==> src/rtl/modbus_rtu_pkg.sv <==
// Shared Modbus RTU definitions: function codes, CRC-16/MODBUS constants, receiver states.
// Also holds the one-byte reflected CRC update used by the CRC sub-module.
package modbus_rtu_pkg;

    localparam logic [7:0]  FC_READ  = 8'h03;
    localparam logic [7:0]  FC_WRITE = 8'h10;
    localparam logic [7:0]  EXC_MASK = 8'h80;
    localparam logic [15:0] CRC_INIT = 16'hFFFF;
    localparam logic [15:0] CRC_POLY = 16'hA001;

    typedef enum logic [3:0] {
        IDLE,
        FUNC,
        W_ADR_HI,
        W_ADR_LO,
        W_QTY_HI,
        W_QTY_LO,
        R_BCNT,
        R_DATA_HI,
        R_DATA_LO,
        EXC,
        CRC_LO,
        CRC_HI,
        SKIP
    } rx_state_t;

    function automatic logic [15:0] crc16_update(input logic [15:0] crc, input logic [7:0] data);
        logic [15:0] c;
        c = crc ^ {8'h00, data};
        for (int i = 0; i < 8; i++) begin
            c = c[0] ? ((c >> 1) ^ CRC_POLY) : (c >> 1);
        end
        return c;
    endfunction

endpackage

==> src/rtl/modbus_crc16_byte.sv <==
// Combinational CRC-16/MODBUS update by one byte; zero latency, no flow control.
module modbus_crc16_byte
    import modbus_rtu_pkg::*;
(
    input  logic [15:0] crc_in,
    input  logic [7:0]  data_byte,
    output logic [15:0] crc_out
);

    assign crc_out = crc16_update(crc_in, data_byte);

endmodule

==> src/rtl/modbus_rtu_rx_control.sv <==
// Modbus RTU response receiver; all outputs registered one cycle after the triggering byte.
// No backpressure (byte_valid is a strobe); MODBUS_RX_CRC_CHECK_EN enables CRC verification.
module modbus_rtu_rx_control
    import modbus_rtu_pkg::*;
#(
    parameter int clk_freq_MHz = 80,
    parameter int gap_us       = 2000
) (
    input  logic        clk,
    input  logic        reset_n,
    input  logic [7:0]  adr,
    input  logic        expect_read,
    input  logic [15:0] adr_first_reg_tx,
    input  logic [7:0]  num_reg_tx,
    input  logic [7:0]  num_reg_rx,
    input  logic [7:0]  byte_in,
    input  logic        byte_valid,
    output logic [15:0] data_out,
    output logic [7:0]  data_addr,
    output logic        data_we,
    output logic        answer_received,
    output logic        frame_ok,
    output logic        crc_err,
    output logic        frame_err,
    output logic [7:0]  exception_code
);

    localparam logic [23:0] GAP_PERIOD = 24'(gap_us * clk_freq_MHz);

    rx_state_t   state;
    rx_state_t   cur_state;
    logic [23:0] gap_cnt;
    logic        timeout;
    logic        exp_rd;
    logic        foreign;
    logic        err_q;
    logic        is_exc;
    logic [7:0]  reg_idx;
    logic [7:0]  data_hi;
    logic [7:0]  func_exp;
    logic        crc_bad;

    assign timeout   = (state != IDLE) && (gap_cnt == GAP_PERIOD);
    // A byte arriving in the expiry cycle starts a new frame.
    assign cur_state = timeout ? IDLE : state;
    assign func_exp  = exp_rd ? FC_READ : FC_WRITE;

    always_ff @(posedge clk or negedge reset_n) begin
        if (!reset_n) begin
            gap_cnt <= '0;
        end else if (byte_valid || state == IDLE || timeout) begin
            gap_cnt <= '0;
        end else if (gap_cnt != GAP_PERIOD) begin
            gap_cnt <= gap_cnt + 24'd1;
        end
    end

`ifdef MODBUS_RX_CRC_CHECK_EN
    logic [15:0] crc_q;
    logic [15:0] crc_base;
    logic [15:0] crc_next;
    logic [7:0]  crc_lo;

    assign crc_base = (cur_state == IDLE) ? CRC_INIT : crc_q;

    modbus_crc16_byte u_crc (
        .crc_in    (crc_base),
        .data_byte (byte_in),
        .crc_out   (crc_next)
    );

    always_ff @(posedge clk or negedge reset_n) begin
        if (!reset_n) begin
            crc_q  <= CRC_INIT;
            crc_lo <= '0;
        end else if (byte_valid) begin
            if (cur_state == CRC_LO) begin
                crc_lo <= byte_in;
            end else if (cur_state != CRC_HI && cur_state != SKIP) begin
                crc_q <= crc_next;
            end
        end
    end

    assign crc_bad = ({byte_in, crc_lo} != crc_q);
`else
    assign crc_bad = 1'b0;
`endif

    always_ff @(posedge clk or negedge reset_n) begin
        if (!reset_n) begin
            state           <= IDLE;
            exp_rd          <= 1'b0;
            foreign         <= 1'b0;
            err_q           <= 1'b0;
            is_exc          <= 1'b0;
            reg_idx         <= '0;
            data_hi         <= '0;
            data_out        <= '0;
            data_addr       <= '0;
            data_we         <= 1'b0;
            answer_received <= 1'b0;
            frame_ok        <= 1'b0;
            crc_err         <= 1'b0;
            frame_err       <= 1'b0;
            exception_code  <= '0;
        end else begin
            data_we         <= 1'b0;
            answer_received <= 1'b0;
            if (timeout) state <= IDLE;

            if (byte_valid) begin
                case (cur_state)
                    IDLE: begin
                        if (byte_in == adr) begin
                            state          <= FUNC;
                            exp_rd         <= expect_read;
                            foreign        <= 1'b0;
                            err_q          <= 1'b0;
                            is_exc         <= 1'b0;
                            reg_idx        <= '0;
                            frame_ok       <= 1'b0;
                            crc_err        <= 1'b0;
                            frame_err      <= 1'b0;
                            exception_code <= '0;
                        end else begin
                            state   <= SKIP;
                            foreign <= 1'b1;
                        end
                    end
                    FUNC: begin
                        if (byte_in == func_exp) begin
                            state <= exp_rd ? R_BCNT : W_ADR_HI;
                        end else if (byte_in == (func_exp | EXC_MASK)) begin
                            state <= EXC;
                        end else begin
                            state <= SKIP;
                            err_q <= 1'b1;
                        end
                    end
                    W_ADR_HI: begin
                        if (byte_in != adr_first_reg_tx[15:8]) err_q <= 1'b1;
                        state <= W_ADR_LO;
                    end
                    W_ADR_LO: begin
                        if (byte_in != adr_first_reg_tx[7:0]) err_q <= 1'b1;
                        state <= W_QTY_HI;
                    end
                    W_QTY_HI: begin
                        if (byte_in != 8'h00) err_q <= 1'b1;
                        state <= W_QTY_LO;
                    end
                    W_QTY_LO: begin
                        if (byte_in != num_reg_tx) err_q <= 1'b1;
                        state <= CRC_LO;
                    end
                    R_BCNT: begin
                        if (byte_in != {num_reg_rx[6:0], 1'b0}) begin
                            state <= SKIP;
                            err_q <= 1'b1;
                        end else if (num_reg_rx == 8'd0) begin
                            state <= CRC_LO;
                        end else begin
                            state <= R_DATA_HI;
                        end
                    end
                    R_DATA_HI: begin
                        data_hi <= byte_in;
                        state   <= R_DATA_LO;
                    end
                    R_DATA_LO: begin
                        data_out  <= {data_hi, byte_in};
                        data_addr <= reg_idx;
                        data_we   <= 1'b1;
                        reg_idx   <= reg_idx + 8'd1;
                        state     <= (reg_idx == num_reg_rx - 8'd1) ? CRC_LO : R_DATA_HI;
                    end
                    EXC: begin
                        exception_code <= byte_in;
                        is_exc         <= 1'b1;
                        state          <= CRC_LO;
                    end
                    CRC_LO: begin
                        state <= CRC_HI;
                    end
                    CRC_HI: begin
                        answer_received <= 1'b1;
                        crc_err         <= crc_bad;
                        frame_err       <= err_q;
                        frame_ok        <= !crc_bad && !err_q && !is_exc;
                        state           <= IDLE;
                    end
                    SKIP: begin
                        state <= SKIP;
                    end
                    default: begin
                        state <= IDLE;
                    end
                endcase
            end

            // Placed last so a timeout report wins over a same-cycle address byte.
            if (timeout && !(state == SKIP && foreign)) begin
                answer_received <= 1'b1;
                frame_err       <= 1'b1;
                frame_ok        <= 1'b0;
                crc_err         <= 1'b0;
            end
        end
    end

endmodule
==> config.mk <==
export PLATFORM = sky130hd
export DESIGN_NAME = modbus_rtu_rx_control
export DESIGN_NICKNAME = d
export VERILOG_FILES = /design/src/rtl/modbus_rtu_pkg.sv /design/src/rtl/modbus_crc16_byte.sv /design/src/rtl/modbus_rtu_rx_control.sv
export SDC_FILE = /design/constraint.sdc
export NUM_CORES = 1
export LEC_CHECK = 0
export BUFFER_PORTS_ARGS = -buffer_cell sky130_fd_sc_hd__buf_2
export CAP_MARGIN = 15
export CELL_PAD_IN_SITES_DETAIL_PLACEMENT = 1
export CELL_PAD_IN_SITES_GLOBAL_PLACEMENT = 1
export CORE_UTILIZATION = 42
export CTS_BUF_LIST = sky130_fd_sc_hd__clkbuf_16
export DETAILED_ROUTE_END_ITERATION = 10
export PLACE_DENSITY_LB_ADDON = 0.3
export SLEW_MARGIN = 10
export SYNTH_ARGS = -nofsm -noshare
export SYNTH_HDL_FRONTEND = slang
export SYNTH_SLANG_ARGS = --single-unit
==> constraint.sdc <==
create_clock -name clk -period 2.95 [get_ports clk]
set_input_delay 0.1475 -clock clk [delete_from_list [all_inputs] [get_ports clk]]
set_output_delay 0.1475 -clock clk [all_outputs]
set_load 0.05 [all_outputs]
==> results.md, run 1 <==
* Outcome: finished, final reports clean
* Die Span Y at 108.6 um
* Row count at 38
* Post_cts resized at 0
* Worst stage delay on the critical path at 580 ps
* DR WL/cell at 18.32 um
* Initial DRC count at 207
* Post-synthesis sequential area ratio at 44.03%
* Synthesized Nets at 589
* RSZ-0062 raised after global routing: no
* Cell variety after synth at 63
* Fin crit share at 87.85%
* Number of global-route vias before repair at 4281
* Drt pass-1 iters at 4
* CTS sink cnt at 84
* Total setup buffers inserted after CTS at 0
* Main flop type after synthesis: dfrtp_1
* Diodes inserted at 0
* Number of enable flip-flop cells after synthesis at 0
* Synth Cell Area at 0.004775 sq mm
* Final hold vios at 0
* GRT Total Usage at 24.82%
* Met2 Track Usage GR at 43.90%
* Initial antenna violation count at 0
* IR drop worst, VDD at 0.4832 mV
* Hold-fix buffers, CTS at 0
* WP data required at 3230 ps
* Pwr/cell area at 834.4 mW/mm^2
* First-pass GRT wire length at 21.96 mm
* Yosys top cell by area: dfrtp_1
* Most Crowded Layer GR: met2
* Area Growth Syn to Fin at 18.11%
* Routed WL at 13.88 mm
* CTS tree: yes
* Syn. warnings at 0
* Final worst setup slack at 358.5 ps
* Place WS at 400.8 ps
* Area occupied by multi-input gates at 0.002507 sq mm
* Via count at 4182
* Nets at 670
* Clk root buf: clkbuf_16
* Antenna Nets Post-Route at 0
* # DRC at 0
* Max Fclk at 0.3859 GHz
* Crit Path Category: register to register
* Core area at 0.01094 sq mm
* Worst-path fanout max at 9
* Pins Over Slew Limit at 0
* Largest net degree at the start of global routing at 85
* CP max-delay cell: or4_4
* Die Wd at 108.6 um
* Slew @ Worst Pin at 829.2 ps
* Hold Path Class: input pin to register
* Setup TNS at 0 ps
* FF-to-FF setup slack at 360 ps
* # fillers at 1313
* CTS buffer count at 9
* Met1 usage at 30.35%
* Layout cell share with drive strength beyond 1 at 20.87%
* Critical Path AT at 2870 ps
* Setup violations, final at 0
* Cells after Synth at 533
* Vias per inst at 5.517
* Die Area at 0.01180 sq mm
* Leading post-synthesis cells by cell area: dfrtp_1 44%, xor2_1 9.5%, nand2_1 8.1%, nor2_1 3.9%, xnor2_1 3.9%
* Slew margin rel. at 44.57%
* Clk slew on worst S/H paths at 60 ps
* H-tree depth at 3
* Register area at 0.002102 sq mm
* Io pins at 89
* Final Skew at 6.711 ps
* Pleak at 0.002666 uW
* Design area at 0.005639 sq mm
* Remaining Overflow, GRT at 0
* Period minus WS final at 2592 ps
* Syn_area_per_cell at 8.958 sq um
* Routing usage on met3 at 3.586%
* Dpl cell area at 0.005328 sq mm
* Detail Placement HPWL at 9.925 mm
* CP endpoint kind: register
* Startpoint Class: register
* Final total power at 4705 uW
* Max Root-Sink Buffers at 2
* Top-area cell type share of the netlist area at 44.03%
* Max-Cap Viols at 0
* # port buffers at 87
* Starting Density at 43.66%
* CP cell instances: or4_4 -> or2_1 -> nor2_2 -> buf_4 -> o21ai_0 -> o211ai_1 -> a22o_1
* GPL Wtd Cong at 0.8646
* #FFs+latches synth at 84
* Worst skew pair latency at 340 ps
* Ys async rst share at 100.0%
[cells in the mapped netlist, types with 4 or more instances]
| cell type | count |
|---|---|
| xor2_1 | 52 |
| a22o_1 | 10 |
| a21oi_1 | 8 |
| nand2b_1 | 4 |
| a31oi_1 | 4 |
| nor3b_1 | 4 |
| xnor2_1 | 21 |
| nor4_1 | 13 |
| nand3_1 | 19 |
| clkbuf_1 | 14 |
| inv_1 | 9 |
| ha_1 | 4 |
| o21ai_0 | 21 |
| buf_2 | 9 |
| and3_1 | 8 |
| nand4_1 | 10 |
| mux2_2 | 8 |
| nand2_1 | 103 |
| nor2_1 | 49 |
| nor3_1 | 15 |
| dfrtp_1 | 84 |
[flip-flops by register name (all words and copies together) (netlist names)]
register	count
frame_ok	1
data_out	16
reg_idx	8
err_q	1
state	4
data_we	1
data_addr	8
is_exc	1
gap_cnt	24
data_hi	8
exp_rd	1
foreign	1
answer_received	1
exception_code	8
frame_err	1
[area by class of cell]
type / instances / share of cell area (%)
Clock buffer: 9 / 3.994
Clock inverter: 6 / 0.8653
Inverter: 10 / 0.6656
Multi-Input combinational cell: 411 / 44.46
Sequential cell: 84 / 37.28
Tap cell: 140 / 3.106
Timing Repair Buffer: 98 / 9.629
[cells in the final DEF (no fill, tap or decap), drive strengths merged, types with 3 or more instances in the layout]
master | synthesis | final
nand2 | 103 | 103
buf | 14 | 97
dfrtp | 84 | 84
xor2 | 52 | 52
nor2 | 51 | 51
o21ai | 24 | 24
xnor2 | 21 | 21
nand3 | 19 | 19
nor3 | 16 | 16
nor4 | 13 | 13
inv | 10 | 12
nand4 | 10 | 10
a22o | 10 | 10
clkbuf | 14 | 9
a21oi | 9 | 9
and3 | 8 | 8
mux2 | 8 | 8
or4 | 5 | 5
nor3b | 4 | 4
nand2b | 4 | 4
a31oi | 4 | 4
ha | 4 | 4
nor4b | 4 | 4
or2 | 4 | 4
and4 | 3 | 3
or3 | 3 | 3
a211oi | 3 | 3
clkinv | 0 | 3
[path summary, 6_finish.rpt]
check | end | startpoint | cells after the start
setup / recovery | exception_code[0] | gap_cnt[7] | 7
setup reg to reg | exception_code[0] | gap_cnt[7] | 7
hold / removal | exp_rd | expect_read | 2
min in group asynchronous | data_out[14] | reset_n | 2
hold reg to reg | data_out[8] | data_hi[0] | 2
max in group asynchronous | data_addr[7] | reset_n | 3
[report_power, final]
group	total, uW	switching, uW	leakage [uW]	internal, uW
Combinational	1910	1330	0.00141	582
Sequential	1720	283	0.00112	1440
Clock	1070	435	0.000140	636
[through the flow]
stage	util, %	hold WS, ps	instances
6_report	51.57	67.75	758
5_1_grt	51.57	75.33	758
4_1_cts	51.22	37.23	756
3_5_place_dp	48.72	405.5	741
3_3_place_gp	48.72	394.7	741
2_1_floorplan	-	-148.1	533
[critical path: cells and delay by family, from the launching register on]
kind / cells / cell delay (ps)
buffers and inverters: 1 / 220
flip-flops: 1 / 450
AND/OR/NAND/NOR: 3 / 1120
AO/OA/AOI/OAI: 3 / 730
[cells by family (layout without fill, tap and decap cells)]
group,Yosys count,count (layout),synth area share [%]
other,1,1,0.07854
and+or+nand+nor,257,257,26.26
muxes,8,8,1.887
xor gates and xnor gates,73,73,13.39
DFF,84,84,44.03
AOI/OAI and AO/OA,68,68,9.854
adders and majority gates,4,4,1.048
buffers and inverters,38,123,3.459
[layer usage]
metal | wire [um] | vias up
met4 | 186 | 0
met5 | 0 | -
met1 | 5918 | 2077
met2 | 7145 | 92
li1 | - | 2000
met3 | 633 | 13
Power figures use the tool's default switching activity.
==> inputs of run 2 (changes only) <==
Settings changed: CORE_ASPECT_RATIO from default to 0.8.
==> results.md, run 2 (synthesis gave the netlist of run 1 again) <==
* Critical R2R Capture: data_out[13]
* Pwr/cell area at 847.2 mW/mm^2
* GPL Wtd Cong at 0.8487
* Hold path start: expect_read
* Nets at 670
* CP Capture Point: data_out[13]
* CTS tree: yes
* IR drop worst, VDD at 0.3294 mV
* Slew @ Worst Pin at 692.0 ps
* Crit Path Category: register to register
* Critical Path AT at 2830 ps
* DRT met1 WL at 6.573 mm
* CTS sink cnt at 84
* Register area at 0.002102 sq mm
* Core area at 0.01098 sq mm
* Hold Path Class: input pin to register
* Critical Path Stages at 10
* Fin crit share at 88.84%
* Diodes inserted at 0
* Via count at 4211
* Outcome: finished, final reports clean
* Max Fclk at 0.3816 GHz
* Setup TNS at 0 ps
* Initial antenna violation count at 0
* Reg-to-reg startpoint: gap_cnt[0]
* Worst stage delay on the critical path at 430 ps
* Period minus WS final at 2621 ps
* Max-Cap Viols at 0
* Routed WL at 13.89 mm
* # port buffers at 87
* DR top layer: met4
* Reg with most FFs: gap_cnt
* FF-to-FF setup slack at 330 ps
* Worst hold slack at 42.93 ps
* Die Wd at 121.2 um
* Area Growth Syn to Fin at 18.63%
* Die Area at 0.01180 sq mm
* Antenna Nets Post-Route at 0
* CP max-delay cell: dfrtp_1
* Worst-path fanout max at 22
* Area occupied by multi-input gates at 0.002507 sq mm
* DR WL met3 at 777 um
* Layout cell share with drive strength beyond 1 at 21.27%
* Commonest cells after routing, fill and taps aside: 103 x nand2_1, 86 x buf_2, 84 x dfrtp_1, 52 x xor2_1, 49 x nor2_1
* Crit-path leading delay family: simple AND/OR/NAND/NOR gates
* Number of global-route vias before repair at 4295
* GRT Total Usage at 25.28%
* CP cell instances: inv_1 -> ha_1 -> nor4b_1 -> nand4_1 -> o21ai_2 -> or2_2 -> inv_2 -> buf_4 -> nand2_1 -> nand2_1
* R2R depth at 10
* Remaining Overflow, GRT at 0
* Clk root buf: clkbuf_16
* Setup violations, final at 0
* Met2 WL at 6.397 mm
* Largest regs: gap_cnt (24), data_out (16)
* Post_cts resized at 0
* Io pins at 89
* CP startpoint: gap_cnt[0]
* Largest net degree at the start of global routing at 85
* RSZ-0062 raised after global routing: no
* Die Span Y at 97.37 um
* Commonest non-fill, non-tap cell in the layout: nand2_1
* Pins Over Slew Limit at 0
* Starting Density at 43.50%
* Total setup buffers inserted after CTS at 0
* First-pass GRT wire length at 23.12 mm
* Detail Placement HPWL at 10.11 mm
* Final Skew at 8.379 ps
* DR WL/cell at 18.27 um
* Bufs and invs on worst path at 3
* H-tree depth at 3
* Clk slew on worst S/H paths at 60 ps
* Largest register FFs at 24
* Drt pass-1 iters at 4
* CP endpoint kind: register
* # fillers at 1327
* Row count at 34
* Worst skew pair latency at 340 ps
* Startpoint Class: register
* # DRC at 0
* WP data required at 3160 ps
* Initial DRC count at 187
* Pleak at 0.002675 uW
* Max Root-Sink Buffers at 2
* CTS buffer count at 9
* Vias per inst at 5.541
* Slew margin rel. at 53.51%
* Final hold vios at 0
* CP most frequent cell: nand2_1
[run 2: cell count changes in the layout (fill, tap and decap cells not counted)]
cell and change:
bufinv_16 +1, clkinv_1 -3, clkinv_2 +1, inv_1 -1
[run 2: power by group]
part	internal, uW	total (uW)	switching [uW]
Clock	722	1150	426
Combinational	585	1930	1340
Sequential	1440	1720	286
[run 2: worst min path at each step]
stage	to	slack, ps	cells after the start
finish	exp_rd	40	2
global placement	exp_rd	380	2
floorplan	answer_received	-150	0
detailed placement	exp_rd	390	2
global route	exp_rd	40	2
CTS	exp_rd	40	2
[run 2: metal layers]
layer	up-vias	track usage (%)
met3	11	4.049
met5	-	0
met2	109	39.21
met1	2099	36.77
met4	0	5.983
li1	1992	-
[run 2: repair_timing]
item                                    4_1_cts  5_1_grt
endpoints found under the setup margin        0        0
hold buffers                                  0        1
endpoints found under the hold margin         0       21
[run 2: through the flow]
step | total power (uW) | area [sq um] | instances | util [%] | setup slack (ps)
6_report | 4799 | 5664 | 760 | 51.61 | 329.2
2_1_floorplan | 3099 | 4775 | 533 | - | 710.4
4_1_cts | 4820 | 5627 | 758 | 51.27 | 320.3
3_3_place_gp | 3576 | 5333 | 745 | 48.59 | 505.8
5_1_grt | 5061 | 5664 | 760 | 51.61 | 46.10
3_5_place_dp | 3647 | 5333 | 745 | 48.59 | 452.2
[run 2: final cells by class]
type,count,share of cell area [%]
repair buffers,98,9.587
flip-flops and latches,84,37.11
clock buffers,9,3.976
well taps,144,3.181
multi-input cells,411,44.27
inverters,10,0.6627
clock inverters,4,1.215
==> inputs of run 3 (changes only) <==
Settings changed: CORE_UTILIZATION 42 to 38, PLACE_DENSITY_LB_ADDON 0.3 to 0.1.
Clock period 2.95 ns to 2.4 ns, I/O delays scaled along.
==> results.md, run 3 (synthesis gave the netlist of run 1 again) <==
* # fillers at 1438
* Setup violations, final at 0
* Worst stage delay on the critical path at 550 ps
* Nets at 694
* Hold depth at 3
* Die Area at 0.01302 sq mm
* Slew margin rel. at 54.21%
* Starting Density at 39.11%
* WP data required at 2640 ps
* IR drop worst, VDD at 0.4810 mV
* Number of global-route vias before repair at 4253
* Die Span Y at 102.3 um
* CP endpoint kind: register
* Worst skew pair latency at 340 ps
* Worst-path fanout max at 5
* Worst hold slack at 125.5 ps
* Crit-path leading delay family: simple AND/OR/NAND/NOR gates
* Remaining Overflow, GRT at 0
* CP cell instances: or4_4 -> or2_1 -> nor2_2 -> nor2_1 -> or3_1 -> a22o_1
* Crit Path Category: register to register
* Commonest cells after routing, fill and taps aside: 103 x nand2_1, 86 x buf_2, 84 x dfrtp_1, 52 x xor2_1, 49 x nor2_1
* Critical Path Stages at 6
* Slew @ Worst Pin at 686.9 ps
* H-tree depth at 3
* Via count at 4235
* Reg with most FFs: gap_cnt
* Place WS at 80.90 ps
* Layout cell share with drive strength beyond 1 at 24.88%
* Commonest non-fill, non-tap cell in the layout: nand2_1
* Max Root-Sink Buffers at 2
* First-pass GRT wire length at 22.92 mm
* FF-to-FF setup slack at 120 ps
* Vias per inst at 5.196
* Area Growth Syn to Fin at 23.85%
* Core area at 0.01221 sq mm
* Routed WL at 13.94 mm
* Worst hold endpoint: data_out[4]
* Detail Placement HPWL at 10.60 mm
* Final Skew at 6.379 ps
* CP max-delay cell: or4_4
* Reg-to-reg startpoint: gap_cnt[9]
* Drt pass-1 iters at 4
* Max Fclk at 0.4394 GHz
* Fin crit share at 94.84%
* Pins Over Slew Limit at 0
* Startpoint Class: register
* Final hold vios at 0
* Hold Path Class: input pin to register
* GRT Total Usage at 23.21%
* Max-Cap Viols at 0
* R2R depth at 6
* Clk root buf: clkbuf_16
* Clk slew on worst S/H paths at 70 ps
* Io pins at 89
* Critical Path AT at 2510 ps
* CTS tree: yes
* Initial DRC count at 205
* CTS sink cnt at 84
* CTS buffer count at 9
* Period minus WS final at 2276 ps
* Pwr/cell area at 1017 mW/mm^2
* Largest register FFs at 24
* Row count at 36
* # port buffers at 87
* Final worst setup slack at 123.9 ps
* Initial antenna violation count at 0
* Pleak at 0.002794 uW
* Largest regs: gap_cnt (24), data_out (16)
* Largest net degree at the start of global routing at 54
* Antenna Nets Post-Route at 0
* GPL Wtd Cong at 0.8498
* Outcome: finished, final reports clean
* DR WL/cell at 17.11 um
* Bufs and invs on worst path at 0
* Total setup buffers inserted after CTS at 0
* # DRC at 0
* Critical R2R Capture: err_q
* Hold path start: byte_in[4]
* Die Wd at 127.3 um
==> run 3: cell types whose count changed in the layout (fill, tap and decap cells not counted), sizes merged <==
| cell | previous run | this run |
|---|---|---|
| buf | 97 | 120 |
| clkinvlp | 0 | 3 |
| inv | 11 | 13 |
| bufinv | 2 | 1 |
| clkinv | 1 | 0 |
| diode | 0 | 1 |
| dlygate4sd3 | 1 | 2 |
==> run 3: cell type report <==
cell class	instances	area, sq um	share of cell area [%]
inverter	10	37.54	0.6348
tap	171	214.0	3.618
timing repair buffer	122	730.7	12.36
multi-input combinational	411	2525	42.70
antenna	1	2.502	0.04232
sequential	84	2102	35.55
clock buffer	9	225.2	3.809
clock inverter	7	76.32	1.291
==> run 3: report_power, final <==
part,leakage [uW],internal [uW],switching (uW)
Combinational,0.00153,794,1710
Clock,0.000141,814,617
Sequential,0.00112,1770,310
==> run 3: how the worst max path moves through the flow <==
stage	startpoint	endpoint	slack (ps)
after floorplan	gap_cnt[0]	reg_idx[6]	160
after global placement	gap_cnt[0]	reg_idx[6]	120
after detailed placement	gap_cnt[0]	data_hi[5]	80
after CTS	gap_cnt[0]	reg_idx[6]	50
after global routing	gap_cnt[1]	exception_code[6]	-2
final	gap_cnt[9]	err_q	120
==> run 3: timing repair <==
item                                   CTS  global route
hold buffers                             2             0
resized for setup                        0             4
setup endpoints to repair                0            42
endpoints found under the hold margin   53             0
==> run 3: metrics by stage <==
step,TNS (ps),cell area [sq um],power (uW),std cells,utilization (%)
2_1_floorplan,0,4775,3809,533,-
3_3_place_gp,0,5572,4529,796,45.64
3_5_place_dp,0,5572,4597,796,45.64
4_1_cts,0,5893,6056,814,48.28
5_1_grt,-3.291,5911,6375,814,48.42
6_report,0,5913,6012,815,48.44
==> run 3: metal layers <==
layer  GRT usage (%)  up-vias  share of wire [%]
met3           4.555       12                5.1
met4           6.136        0                1.2
li1                -     2047                  -
met5               0        -                  0
met2           33.54      114                 42
met1           35.07     2062                 52
==> run 3: worst reg2reg max path: cells and delay by family, from the launching register on <==
family | cells | cell delay, ps
AOI/OAI and AO/OA | 1 | 250
DFF | 1 | 420
and+or+nand+nor | 5 | 1510
